<file path="config.mk">
export PLATFORM = sky130hd
export DESIGN_NAME = shift_engine_flat
export DESIGN_NICKNAME = d
export VERILOG_FILES = /design/src/rtl/shift_pkg.sv /design/src/rtl/shift_engine_if.sv /design/src/rtl/shift_step.sv /design/src/rtl/shift_engine.sv /design/src/flat_wrapper.sv
export SDC_FILE = /design/constraint.sdc
export NUM_CORES = 1
export LEC_CHECK = 0
export ABC_CLOCK_PERIOD_IN_PS = 3600
export CAP_MARGIN = 20
export CORE_MARGIN = 8
export CORE_UTILIZATION = 48
export CTS_BUF_LIST = sky130_fd_sc_hd__clkbuf_16
export DETAILED_ROUTE_END_ITERATION = 10
export HOLD_SLACK_MARGIN = 0.05
export PLACE_DENSITY = 0.88
export SETUP_SLACK_MARGIN = 0.02
export SLEW_MARGIN = 20
export SYNTH_ARGS = -nofsm -noshare
export SYNTH_HDL_FRONTEND = slang
export SYNTH_SLANG_ARGS = --single-unit
</file>
<file path="constraint.sdc">
create_clock -name clk -period 3.6 [get_ports clk]
set_input_delay 0.9 -clock clk [delete_from_list [all_inputs] [get_ports clk]]
set_output_delay 0.9 -clock clk [all_outputs]
set_load 0.03 [all_outputs]
</file>
<file path="src/rtl/shift_pkg.sv">
// shift_engine shared definitions: mode encodings and FSM states.
// No ports; imported by shift_step and shift_engine.
package shift_pkg;

    localparam logic [1:0] MODE_LSR = 2'b00;
    localparam logic [1:0] MODE_LSL = 2'b01;
    localparam logic [1:0] MODE_ROR = 2'b10;
    localparam logic [1:0] MODE_ASR = 2'b11;

    typedef enum logic {
        ST_IDLE,
        ST_SHIFT
    } state_e;

endpackage

</file>
<file path="src/rtl/shift_engine_if.sv">
// Handshake/data bundle between a parallel-load master and shift_engine.
// master drives load/data/start/mode/amt/sin/ena; slave drives q/sout/busy/done.
interface shift_engine_if #(
    parameter int size  = 8,
    parameter int AMT_W = $clog2(size) + 1
);
    logic             load;
    logic [size-1:0]  data;
    logic             start;
    logic [1:0]       mode;
    logic [AMT_W-1:0] amt;
    logic             sin;
    logic             ena;
    logic [size-1:0]  q;
    logic             sout;
    logic             busy;
    logic             done;

    modport master (
        output load, data, start, mode, amt, sin, ena,
        input  q, sout, busy, done
    );

    modport slave (
        input  load, data, start, mode, amt, sin, ena,
        output q, sout, busy, done
    );
endinterface

</file>
<file path="src/rtl/shift_step.sv">
// Combinational single-bit shift step: word/mode/sin -> next word + out bit.
// Macro SHIFT_ENGINE_ROTATE_EN enables rotate-right for MODE_ROR.
module shift_step
    import shift_pkg::*;
#(
    parameter int size = 8
) (
    input  logic [size-1:0] word,
    input  logic [1:0]      mode,
    input  logic            sin,
    output logic [size-1:0] next,
    output logic            out
);

    always_comb begin
        next = word;
        out  = 1'b0;
        unique case (mode)
            MODE_LSR: begin
                next = {sin, word[size-1:1]};
                out  = word[0];
            end
            MODE_LSL: begin
                next = {word[size-2:0], sin};
                out  = word[size-1];
            end
            MODE_ROR: begin
`ifdef SHIFT_ENGINE_ROTATE_EN
                next = {word[0], word[size-1:1]};
`else
                // Without rotate support this mode is a plain logical right.
                next = {sin, word[size-1:1]};
`endif
                out  = word[0];
            end
            MODE_ASR: begin
                next = {word[size-1], word[size-1:1]};
                out  = word[0];
            end
            default: begin
                next = word;
                out  = 1'b0;
            end
        endcase
    end

endmodule

</file>
<file path="src/rtl/shift_engine.sv">
// Multi-mode shift register: parallel load, N single-bit shifts, done pulse.
// Ports: clk, areset (sync, active-high), bus (shift_engine_if.slave).
// Optional macro SHIFT_ENGINE_ROTATE_EN enables rotate-right in mode 2'b10.
module shift_engine
    import shift_pkg::*;
#(
    parameter int size  = 8,
    parameter int AMT_W = $clog2(size) + 1
) (
    input  logic           clk,
    input  logic           areset,
    shift_engine_if.slave  bus
);

    localparam int CNT_W = $clog2(size + 1);

    state_e           state_q, state_d;
    logic [size-1:0]  word_q, word_d;
    logic             sout_q, sout_d;
    logic             done_q, done_d;
    logic [1:0]       mode_q, mode_d;
    logic [CNT_W-1:0] cnt_q, cnt_d;
    logic [CNT_W-1:0] amt_sat;
    logic [size-1:0]  step_word;
    logic             step_out;

    shift_step #(
        .size (size)
    ) u_step (
        .word (word_q),
        .mode (mode_q),
        .sin  (bus.sin),
        .next (step_word),
        .out  (step_out)
    );

    // Shifting more than the word width is equivalent to shifting by it.
    always_comb begin
        if (int'(bus.amt) > size) begin
            amt_sat = CNT_W'(size);
        end else begin
            amt_sat = CNT_W'(bus.amt);
        end
    end

    always_comb begin
        state_d = state_q;
        word_d  = word_q;
        sout_d  = sout_q;
        mode_d  = mode_q;
        cnt_d   = cnt_q;
        done_d  = 1'b0;
        unique case (state_q)
            ST_IDLE: begin
                if (bus.load) begin
                    word_d = bus.data;
                end else if (bus.start) begin
                    if (amt_sat == '0) begin
                        done_d = 1'b1;
                    end else begin
                        mode_d  = bus.mode;
                        cnt_d   = amt_sat;
                        state_d = ST_SHIFT;
                    end
                end
            end
            ST_SHIFT: begin
                if (bus.load) begin
                    // Abort: reload and drop the sequence silently.
                    word_d  = bus.data;
                    cnt_d   = '0;
                    state_d = ST_IDLE;
                end else if (bus.ena) begin
                    word_d = step_word;
                    sout_d = step_out;
                    cnt_d  = cnt_q - CNT_W'(1);
                    if (cnt_q == CNT_W'(1)) begin
                        state_d = ST_IDLE;
                        done_d  = 1'b1;
                    end
                end
            end
            default: begin
                state_d = ST_IDLE;
            end
        endcase
    end

    always_ff @(posedge clk) begin
        if (areset) begin
            state_q <= ST_IDLE;
            word_q  <= '0;
            sout_q  <= 1'b0;
            done_q  <= 1'b0;
            mode_q  <= MODE_LSR;
            cnt_q   <= '0;
        end else begin
            state_q <= state_d;
            word_q  <= word_d;
            sout_q  <= sout_d;
            done_q  <= done_d;
            mode_q  <= mode_d;
            cnt_q   <= cnt_d;
        end
    end

    assign bus.q    = word_q;
    assign bus.sout = sout_q;
    assign bus.busy = (state_q == ST_SHIFT);
    assign bus.done = done_q;

endmodule

</file>
<file path="src/flat_wrapper.sv">
// flat-port wrapper written by rule: the top's interface ports become plain ports
module shift_engine_flat import shift_pkg::*;
#(
    parameter int size  = 8,
    parameter int AMT_W = $clog2(size) + 1
)
  (clk, areset, bus_load, bus_data, bus_start, bus_mode, bus_amt, bus_sin, bus_ena, bus_q, bus_sout, bus_busy, bus_done);
  shift_engine_if #(.size(size), .AMT_W(AMT_W)) bus_i ();
  input  logic clk;
  input  logic areset;
  input wire logic [$bits(bus_i.load)-1:0] bus_load;
  input wire logic [$bits(bus_i.data)-1:0] bus_data;
  input wire logic [$bits(bus_i.start)-1:0] bus_start;
  input wire logic [$bits(bus_i.mode)-1:0] bus_mode;
  input wire logic [$bits(bus_i.amt)-1:0] bus_amt;
  input wire logic [$bits(bus_i.sin)-1:0] bus_sin;
  input wire logic [$bits(bus_i.ena)-1:0] bus_ena;
  output wire logic [$bits(bus_i.q)-1:0] bus_q;
  output wire logic [$bits(bus_i.sout)-1:0] bus_sout;
  output wire logic [$bits(bus_i.busy)-1:0] bus_busy;
  output wire logic [$bits(bus_i.done)-1:0] bus_done;
  assign bus_i.load = bus_load;
  assign bus_i.data = bus_data;
  assign bus_i.start = bus_start;
  assign bus_i.mode = bus_mode;
  assign bus_i.amt = bus_amt;
  assign bus_i.sin = bus_sin;
  assign bus_i.ena = bus_ena;
  assign bus_q = bus_i.q;
  assign bus_sout = bus_i.sout;
  assign bus_busy = bus_i.busy;
  assign bus_done = bus_i.done;
  shift_engine #(.size(size), .AMT_W(AMT_W)) u_core (.clk(clk), .areset(areset), .bus(bus_i));
endmodule
</file>
==> Yosys cells after proc, flatten, opt, wreduce, memory -nomap -nowiden <==
Cells that the tools add are included.
{ "word_totals": {"ram_bits": 0, "in_bits": 20, "elab_cells": 58, "regBits": 17, "out_inout_bits": 11, "n_memories": 0, "latchBits": 0, "mem_bits_ro": 0} }
{ "classes": {"eq_ne": 10, "n_addsub": 1, "n_bitwise": 3, "n_lt_le_gt_ge": 1, "mul": 0, "div_mod_pow": 0, "n_reduce_logical": 9, "mux": 27, "n_shift": 0} }
{ "op_table": {"columns": ["operator", "n"], "rows": [
  ["$mux W4", 6],
  ["$mux W8", 3],
  ["$pmux W8 S3", 1],
  ["$pmux W8 S2", 1],
  ["$mux W1", 12],
  ["$ne A2 B2 Y1 const B", 4],
  ["$pmux W4 S2", 1],
  ["$reduce_and A4 Y1", 2],
  ["$ne A3 B3 Y1 const B", 2],
  ["$pmux W1 S2", 3],
  ["$reduce_and A3 Y1", 2],
  ["$eq A2 B2 Y1 const B", 2],
  ["$eq A4 B1 Y1 const B", 1],
  ["$gt A4 B4 Y1 const B", 1],
  ["$logic_not A4 Y1", 1],
  ["$sub A4 B1 Y4 const B", 1],
  ["$not A1 Y1", 3],
  ["$reduce_or A3 Y1", 1],
  ["$eq A2 B1 Y1 const B", 1],
  ["$logic_not A2 Y1", 1],
  ["$reduce_and A2 Y1", 1],
  ["$reduce_or A2 Y1", 1]
]} }

==> Longest topological paths before layout <==
{ "logic_depth": {"ltp_word": 7, "ltp_mapped": 5, "depth_no_buf": 5} }

==> Hierarchy <==
From an unflattened synthesis, not the netlist that was laid out.
{ "unflattened": {"hier_cells": 107, "area_unflattened_um2": 1032.2} }
{ "by_module_without_submodules": {"columns": ["module", "area_per_inst_um2", "cells_per_inst", "instances"], "rows": [
  ["shift_engine", 868.3, 94, 1],
  ["shift_step", 163.9, 13, 1]
]} }

==> Worst setup path after synthesis <==
No wires, ideal clock.
{ "synth_timing": {"path_type": "input to register", "start": "in bus_amt[2]", "end": "reg u_core.cnt_q[3]", "path_stages": 4, "arrival_time_ns": 1.993, "slack_ns": 1.480, "setup_ns": 0.127, "path_cell_list": "or4_4 > a32oi_4 > nor2b_1 > nor3_2"} }
{ "synth_via": {"elab_chain_cells": 6, "elab_cells_between_ends": 9, "classes_between": "1 x order compare; 1 x eq/ne; 5 x mux; 2 x reduce/logical"} }
{ "synth_rtl": {"columns": ["element", "line_no", "source"], "rows": [
  ["start, declared", "flat_wrapper.sv:15", "input wire logic [$bits(bus_i.amt)-1:0] bus_amt;"],
  ["$gt A4 B4 Y1", "shift_engine.sv:39", "if (int'(bus.amt) > size) begin"],
  ["$mux W4 *", "shift_engine.sv:39", null],
  ["$mux W4", "shift_engine.sv:58", "if (amt_sat == '0) begin"],
  ["$mux W4", "shift_engine.sv:57", "end else if (bus.start) begin"],
  ["$mux W4", "shift_engine.sv:55", "if (bus.load) begin"],
  ["$pmux W4 S2", "shift_engine.sv:53", "unique case (state_q)"],
  ["end signal, assigned", "shift_engine.sv:103", "cnt_q <= cnt_d;"],
  ["end, declared", "shift_engine.sv:22", "logic [CNT_W-1:0] cnt_q, cnt_d;"]
]} }
Mark *: on every way between the ends. The rest lies on a longest branch, timed or not. The select of a mux whose other input is x is not followed.
A chain may end at the register's enable or synchronous reset.

==> Worst setup path in the final report <==
{ "layout_timing": {"start": "in bus_load", "end": "reg u_core.cnt_q[2]"} }
{ "layout_via": {"elab_chain_cells": 2, "elab_cells_between_ends": 5, "classes_between": "2 x eq/ne; 2 x mux; 1 x reduce/logical"} }
{ "layout_rtl": {"columns": ["element", "line_no", "source"], "rows": [
  ["start, declared", "flat_wrapper.sv:11", "input wire logic [$bits(bus_i.load)-1:0] bus_load;"],
  ["$ne A3 B3 Y1 (no source line), or another cell as far along", null, null],
  ["$reduce_and A4 Y1 (no source line) or $pmux W4 S2 (tied branches)", null, null]
]} }
Parallel ways exist; a longest one is shown, timed or not.

==> reports/metrics.yaml <==
status:
  outcome: "finished, final reports clean"
global_route:
  antenna_found_initial: 0
  grt_overflow: 0
  grt_max_degree: 18
  grt_pass1_wl_um: 4471
  track_usage: 0.1596
  grt_pass1_vias: 978
synthesis:
  syn_nets: 129
  synthFlopType: "dfxtp_1"
  syn_avg_cell_area_um2: 8.945
  syn_area_um2: 957.2
  synthTopCellsByArea: "dfxtp_1 (36%), a221oi_1 (8.2%), mux2_2 (8.2%)"
  yosysWarnings: 0
  synth_edf_count: 0
  synth-seq-area-share: 0.3556
  synth_common_cells: "dfxtp_1 (17), nor2_1 (14), a221oi_1 (9), nor3_1 (9), mux2_2 (7)"
  synth.distinct_cells: 32
  yosysTopAreaCellShare: 0.3556
  synth_cells: 107
  yosysMostFrequentCell: "dfxtp_1"
  ys_seq_elements: 17
  synth-async-reset-ratio: 0
  yosysTopAreaCell: "dfxtp_1"
drt:
  wl_per_cell_um: 17.08
  drt_first_iter_violations: 34
  antenna_left: 0
  drt-vias-per-instance: 5.826
  drc: 0
  dr.pass1.iters: 4
  wirelength_um: 2750
  via_count: 938
timing:
  fin_ws_ns: 0.9805
  hold_viol: 0
  finalSetupTns_ns: 0
  maxSlewHeadroom: 0.5278
  final_max_slew_viol_count: 0
  hold_slack_ns: 0.5158
  setup_violations: 0
  fin_crit_ns: 2.619
  max_freq_mhz: 381.8
  finClkSkew_ns: 0.003627
  period_share: 0.7276
  tightest_slew_ns: 0.7068
  grt_setup_unrepaired: "no"
floorplanning:
  initial_utilization: 0.4980
  die_x_um: 60.66
  die_area_um2: 3679
  die_h_um: 60.66
  rows: 16
  core_um2: 1922
  pin_count: 31
cts:
  ctsResizeCount: 0
  worstSkewPairLatency_ns: 0.25
  h-tree-depth: 1
  postCtsSetupBuffers: 0
  clockRootBuffer: "clkbuf_16"
  tritoncts: "yes"
  cts.sinks: 17
  clk_pin_slew_ns: 0.05
  clockBufferDepth: 2
  cts_buffers: 3
  ctsHoldBuffers: 0
power:
  p_total_mw: 0.5602
  powerDensity_nw_per_um2: 418.0
  p_leak_nw: 0.4950
  ir_drop_v: 0.0002842
cells_and_area:
  nets: 157
  fill_cells: 152
  antenna_cells: 0
  drive_gt1_frac: 0.1194
  synthToLayoutAreaGrowth_pct: 40.00
worst_hold_path:
  min_path_type: "flop to flop"
setup_path:
  endpoint_kind: "flop"
  cp_data_arrival_time_ns: 2.78
  critical_path.top_delay_family: "simple AND/OR/NAND/NOR gates"
  crit_required_ns: 3.76
  cp.buffers_inverters: 1
  start_kind: "input pin"
  critPathMaxFanout: 15
  max_stage_delay_ns: 0.68
  crit_path_top_delay_cell: "clkdlybuf4s50_1"
  path_class: "input pin to flop"
  crit_chain: "clkdlybuf4s50_1, and2b_1, a32oi_1, or2_1, a21oi_1"
placement:
  post-place-ws_ns: 0.7618
  gp_congestion: 0.8143
  numPortBuffers: 30
  place_hpwl_um: 2009
flow_run:
  maxCapViolCount: 0
## per-stage QoR
step             util  cell area [µm²]  cells
6_report       0.6973             1340    161
4_1_cts        0.6973             1340    161
3_5_place_dp   0.6556             1260    157
3_3_place_gp   0.6556             1260    157
2_1_floorplan       -            957.2    107
5_1_grt        0.6973             1340    161
## path summary, 6_finish.rpt
kind / start / endpoint / slack [ns] / depth (start not counted)
setup / recovery: bus_load / u_core.cnt_q[2] / 0.98 / 5
hold / removal: u_core.bus.q[7] / u_core.bus.q[7] / 0.52 / 2
setup reg to reg: u_core.mode_q[0] / u_core.bus.q[4] / 1.66 / 4
hold reg to reg: u_core.bus.q[7] / u_core.bus.q[7] / 0.52 / 2
## power by group
group	total, mW	internal [mW]	switching, mW
Sequential	0.214	0.201	0.0137
Clock	0.222	0.149	0.0738
Combinational	0.123	0.0605	0.0629
## cell usage in the layout (no fill, tap or decap), types with 2 or more instances in the layout
cell type	instances
o21ai_0	2
nor3_1	9
inv_1	5
a221oi_1	9
clkbuf_16	3
clkdlybuf4s50_1	30
nor2b_1	3
mux2_2	7
nand3_1	2
mux2i_1	4
a21oi_1	6
dfxtp_1	17
nand2_1	3
a211oi_2	2
nor2_1	14
ha_1	2
## kinds of logic after synthesis
family / Yosys count / share of synthesized area
xor+xnor: 1 / 0.009152
flops: 17 / 0.3556
compound gates: 27 / 0.2379
fa+ha+maj: 2 / 0.02614
buf+inv: 12 / 0.05229
mux: 11 / 0.1242
simple gates: 37 / 0.1948
## per-layer routing
metal / part of all wire / vias to the layer above / GRT usage / wire length [µm]
met5: 0 / - / 0 / 0
met4: 0.0055 / 0 / 0.04651 / 15
met3: 0.045 / 2 / 0.03814 / 124
met2: 0.53 / 24 / 0.3047 / 1469
met1: 0.41 / 457 / 0.1663 / 1141
li1: - / 455 / - / -
## final cells by class
type / count / area [µm²] / share of cell area
Clock buffer: 3 / 75.07 / 0.05602
Clock inverter: 1 / 5.005 / 0.003735
Inverter: 5 / 18.77 / 0.01401
Multi-Input combinational cell: 78 / 566.8 / 0.4230
Sequential cell: 17 / 340.3 / 0.2540
Tap cell: 27 / 33.78 / 0.02521
Timing Repair Buffer: 30 / 300.3 / 0.2241
## worst min-delay path, delay by kind of cell, from the launching register on
kind,cells,cell delay [ns]
AOI/OAI and AO/OA,1,0.06
and+or+nand+nor,1,0.07
DFF,1,0.34
## state kept, by name (all words and copies together), names as in the netlist
register / cells
u_core.mode_q: 2
u_core.bus.q: 8
u_core.bus.busy: 1
u_core.cnt_q: 4
u_core.bus.sout: 1
u_core.bus.done: 1
(Power assumes the default switching activity.)
